==> src/rtl/seg_hex_display.sv <==
// Multi-digit hex seven-segment driver: captured attributes, decimal points,
// blanking, leading-zero suppression and a timed per-digit blink.
module seg_hex_display #(
  parameter int unsigned DIGITS     = 8,
  parameter int unsigned BLINK_DIV  = 25_000_000,
  parameter bit          ACTIVE_LOW = 1'b1
) (
  input  logic                  clk,
  input  logic                  rst,
  input  logic                  load,
  input  logic [4*DIGITS-1:0]   din,
  input  logic [DIGITS-1:0]     dp_mask,
  input  logic [DIGITS-1:0]     blank_mask,
  input  logic [DIGITS-1:0]     blink_mask,
  input  logic                  lz_en,
  output logic [8*DIGITS-1:0]   segs
);

  localparam int unsigned    CW       = (BLINK_DIV > 1) ? $clog2(BLINK_DIV) : 1;
  localparam logic [CW-1:0]  CNT_LAST = CW'(BLINK_DIV - 1);
  localparam logic [7:0]     OFF_BYTE = ACTIVE_LOW ? 8'hFF : 8'h00;

  logic [4*DIGITS-1:0] r_data;
  logic [DIGITS-1:0]   r_dp;
  logic [DIGITS-1:0]   r_blank;
  logic [DIGITS-1:0]   r_blink;
  logic                r_lz;
  logic [CW-1:0]       r_cnt;
  logic                r_phase;
  logic [8*DIGITS-1:0] r_segs;

  logic [8*DIGITS-1:0] w_segs_next;
  logic [7:0]          w_byte;
  logic                w_off;

  function automatic logic [7:0] hex_decode(input logic [3:0] nib);
    logic [7:0] code;
    unique case (nib)
      4'h0: code = 8'h03;
      4'h1: code = 8'h9F;
      4'h2: code = 8'h25;
      4'h3: code = 8'h0D;
      4'h4: code = 8'h99;
      4'h5: code = 8'h49;
      4'h6: code = 8'h41;
      4'h7: code = 8'h1F;
      4'h8: code = 8'h01;
      4'h9: code = 8'h09;
      4'hA: code = 8'h11;
      4'hB: code = 8'hC1;
      4'hC: code = 8'h63;
      4'hD: code = 8'h85;
      4'hE: code = 8'h61;
      default: code = 8'h71;
    endcase
    return code;
  endfunction

  always_ff @(posedge clk) begin
    if (rst) begin
      r_data  <= '0;
      r_dp    <= '0;
      r_blank <= '1;
      r_blink <= '0;
      r_lz    <= 1'b0;
    end else if (load) begin
      r_data  <= din;
      r_dp    <= dp_mask;
      r_blank <= blank_mask;
      r_blink <= blink_mask;
      r_lz    <= lz_en;
    end
  end

  always_ff @(posedge clk) begin
    if (rst) begin
      r_cnt   <= '0;
      r_phase <= 1'b0;
    end else if (r_cnt == CNT_LAST) begin
      r_cnt   <= '0;
      r_phase <= ~r_phase;
    end else begin
      r_cnt   <= r_cnt + 1'b1;
    end
  end

  // A digit is zero-suppressed when it and every more significant nibble are zero.
  always_comb begin
    w_segs_next = '0;
    w_byte      = '0;
    w_off       = 1'b0;
    for (int unsigned i = 0; i < DIGITS; i++) begin
      w_byte = hex_decode(r_data[4*i +: 4]);
      if (r_dp[i]) begin
        w_byte[0] = 1'b0;
      end
      w_off = r_blank[i]
            | (r_blink[i] & r_phase)
            | (r_lz && (i != 0) && ((r_data >> (4*i)) == '0));
      if (w_off) begin
        w_byte = 8'hFF;
      end
      if (!ACTIVE_LOW) begin
        w_byte = ~w_byte;
      end
      w_segs_next[8*i +: 8] = w_byte;
    end
  end

  always_ff @(posedge clk) begin
    if (rst) begin
      r_segs <= {DIGITS{OFF_BYTE}};
    end else begin
      r_segs <= w_segs_next;
    end
  end

  assign segs = r_segs;

endmodule

==> config.mk <==
export PLATFORM = sky130hd
export DESIGN_NAME = seg_hex_display
export DESIGN_NICKNAME = d
export VERILOG_FILES = /design/src/rtl/seg_hex_display.sv
export SDC_FILE = /design/constraint.sdc
export NUM_CORES = 1
export LEC_CHECK = 0
export BUFFER_PORTS_ARGS = -buffer_cell sky130_fd_sc_hd__buf_2
export CAP_MARGIN = 20
export CORE_MARGIN = 10
export CORE_UTILIZATION = 25
export DETAILED_ROUTE_END_ITERATION = 6
export PLACE_DENSITY_LB_ADDON = 0.15
export SYNTH_ARGS = -nofsm -noshare
export SYNTH_HDL_FRONTEND = slang
export SYNTH_SLANG_ARGS = --single-unit
export TNS_END_PERCENT = 20
==> constraint.sdc <==
create_clock -name clk -period 3 [get_ports clk]
set_input_delay 0.6 -clock clk [delete_from_list [all_inputs] [get_ports clk]]
set_output_delay 0.6 -clock clk [all_outputs]
set_load 0.01 [all_outputs]
==> results.json <==
{
  "status": "finished, final reports clean",
  "drive_above_1_share_pct": 21.50,
  "cts.path.max_buffers": 2,
  "power_leakage_nw": 3.246,
  "die-area_um2": 33700,
  "cp.required_ns": 3.31,
  "post_cts_buffers": 0,
  "gp_congestion": 0.7692,
  "grt_pass1_wl_mm": 28.90,
  "netlist_instances": 723,
  "ys_ff_latch": 147,
  "crit_fanout": 8,
  "drc_errors": 0,
  "clk_pin_slew_worst_paths_ns": 0.06,
  "setup_viol": 0,
  "min_path_type": "flip-flop to flip-flop",
  "place_area_um2": 7672,
  "io_buffers": 123,
  "max_slew_margin_pct": 44.86,
  "syn-cell-area_um2": 6689,
  "routedWlPerCell_um": 15.09,
  "nets": 940,
  "r2r_slack_ns": 0.58,
  "dr.pass1.iters": 4,
  "yosysSeqAreaShare_pct": 44.00,
  "min_period_over_period_pct": 80.68,
  "power_density_nw_per_um2": 569.7,
  "cts.sinks": 147,
  "max_freq_mhz": 413.2,
  "setup_tns_ns": 0,
  "track_usage_pct": 10.77,
  "grt_max_degree": 41,
  "min_to": "segs[56]",
  "die_x_um": 183.6,
  "clockRootBuffer": "clkbuf_16",
  "vias": 5367,
  "num-fill-cells": 2775,
  "holdPathStages": 1,
  "insertion_delay_ns": 0.42,
  "design_area_um2": 8249,
  "cts_resized": 0,
  "tightest_slew_ns": 0.8255,
  "h-tree-depth": 4,
  "ir_drop_v": 0.0003027,
  "fp.coreArea_um2": 26210,
  "die_h_um": 183.6,
  "crit_arrival_ns": 2.73,
  "viasPerCell": 4.525,
  "slew_violations": 0,
  "synth_ff_type": "dfxtp_1",
  "synth_common_cells": "dfxtp_1, nor2_1, nand2_1",
  "dr.first_iter.drc_count": 239,
  "critPathKind": "flip-flop to flip-flop",
  "grt_pass1_vias": 5297,
  "r2r_end": "segs[25]",
  "avgSynthCellArea_um2": 9.252,
  "grt_overflow": 0,
  "worstReg2RegStart": "r_data[24]",
  "antenna_left": 0,
  "r2r_cells": 6,
  "yosys.area.top_type_share_pct": 44.00,
  "worst_setup_path_end_kind": "flip-flop",
  "synth_edf_count": 0,
  "skew_ns": 0.009895,
  "hold_viol": 0,
  "synth_cell_types": 50,
  "synth_top_cell_by_area": "dfxtp_1",
  "synth_most_common_cell": "dfxtp_1",
  "syn_nets": 825,
  "synthArstFlopShare_pct": 0,
  "holdBufCountCts": 0,
  "wirelength_mm": 17.90,
  "layout_min_cycle_time_ns": 2.420,
  "synth_area_leaders": "dfxtp_1, mux2i_1, ha_1",
  "min_from": "r_dp[7]",
  "cts_tree": "yes",
  "numCtsBuffers": 17,
  "cp-start-kind": "flip-flop",
  "start_util_pct": 25.52,
  "pin_count": 124,
  "yosys_warnings": 0,
  "rows": 59,
  "drv_cap": 0,
  "diodes": 0,
  "rsz0062_at_grt": "no",
  "syn2layout_area_growth_pct": 23.33,
  "antenna_found_initial": 1,
  "post-dp-hpwl_mm": 13.24
}
==> cell type report <==
cell class | count | area [µm²] | share of cell area (%)
Timing Repair Buffer | 135 | 720.7 | 8.737
Inverter | 30 | 112.6 | 1.365
Multi-Input combinational cell | 507 | 3477 | 42.15
Tap cell | 335 | 419.2 | 5.081
Sequential cell | 147 | 2943 | 35.67
Clock buffer | 20 | 446.7 | 5.415
Clock inverter | 12 | 130.1 | 1.577
==> critical path, stage by stage (launching register included) <==
cell      delay, ns
dfxtp_1        0.36
inv_1          0.14
ha_1           0.21
or3b_1         0.44
nor4_4         0.63
a21oi_1        0.34
o311ai_0       0.19
==> cells by family after synthesis <==
family	after synthesis	synth area share, %
AND/OR/NAND/NOR	246	17.94
flip-flops	147	44.00
AO/OA/AOI/OAI	144	15.02
buffers and inverters	69	4.022
multiplexers	63	9.596
adder cells (fa/ha/maj)	42	7.856
XOR/XNOR	12	1.571
==> cell usage in the layout, fill, tap and decap left out, drive strengths merged, types with 3 or more instances in the layout <==
cell	n
dfxtp	147
buf	135
nor2	90
nand2	57
mux2i	54
ha	42
o21ai	41
inv	32
o211ai	26
nand3	26
clkbuf	20
a21oi	19
o311ai	19
nand2b	12
nor2b	12
a211o	10
xor2	10
mux2	9
nand4	8
or3	8
and3	6
a32oi	6
o31ai	6
clkinv	6
or4	5
nand3b	4
and4	4
a2111oi	3
o31a	3
and2	3
or3b	3
==> registers in the layout, summed over array words and instances, names as in the netlist <==
register,cells
r_blank,8
r_phase,1
r_blink,8
segs,64
r_dp,8
r_data,32
r_lz,1
r_cnt,25
==> how the worst max path moves through the flow <==
stage / start / end / slack, ns / cells after the start
floorplan: r_data[24] / segs[17] / 1.08 / 6
global placement: r_data[24] / segs[17] / 0.58 / 6
detailed placement: r_data[24] / segs[25] / 0.57 / 6
CTS: r_data[24] / segs[25] / 0.54 / 6
global route: r_data[28] / segs[39] / 0.36 / 6
finish: r_data[24] / segs[25] / 0.58 / 6
==> routing by layer <==
metal | vias to the layer above | GRT usage [%] | part of all wire (%)
li1 | 2794 | - | -
met1 | 2465 | 13.51 | 48
met2 | 87 | 16.93 | 45
met3 | 19 | 3.636 | 5.5
met4 | 2 | 3.639 | 1.5
met5 | - | 0 | 0.073
==> through the flow <==
stage	utilization [%]	total power, mW	std cells	hold slack (ns)	worst slack [ns]
after floorplan	-	2.456	723	0.3573	1.076
after global placement	29.28	2.648	1154	0.3695	0.5782
after detailed placement	29.28	2.642	1154	0.3706	0.5657
after CTS	31.48	4.777	1186	0.3813	0.5375
after global routing	31.48	4.927	1186	0.3851	0.3551
final	31.48	4.700	1186	0.3798	0.5797
==> power by group <==
| part | switching (mW) | leakage [nW] | internal, mW | total (mW) |
|---|---|---|---|---|
| combinational | 0.250 | 1.76 | 0.207 | 0.457 |
| clock | 0.863 | 0.281 | 1.25 | 2.11 |
| sequential | 0.0901 | 1.21 | 2.04 | 2.13 |
(Power assumes the default switching activity.)
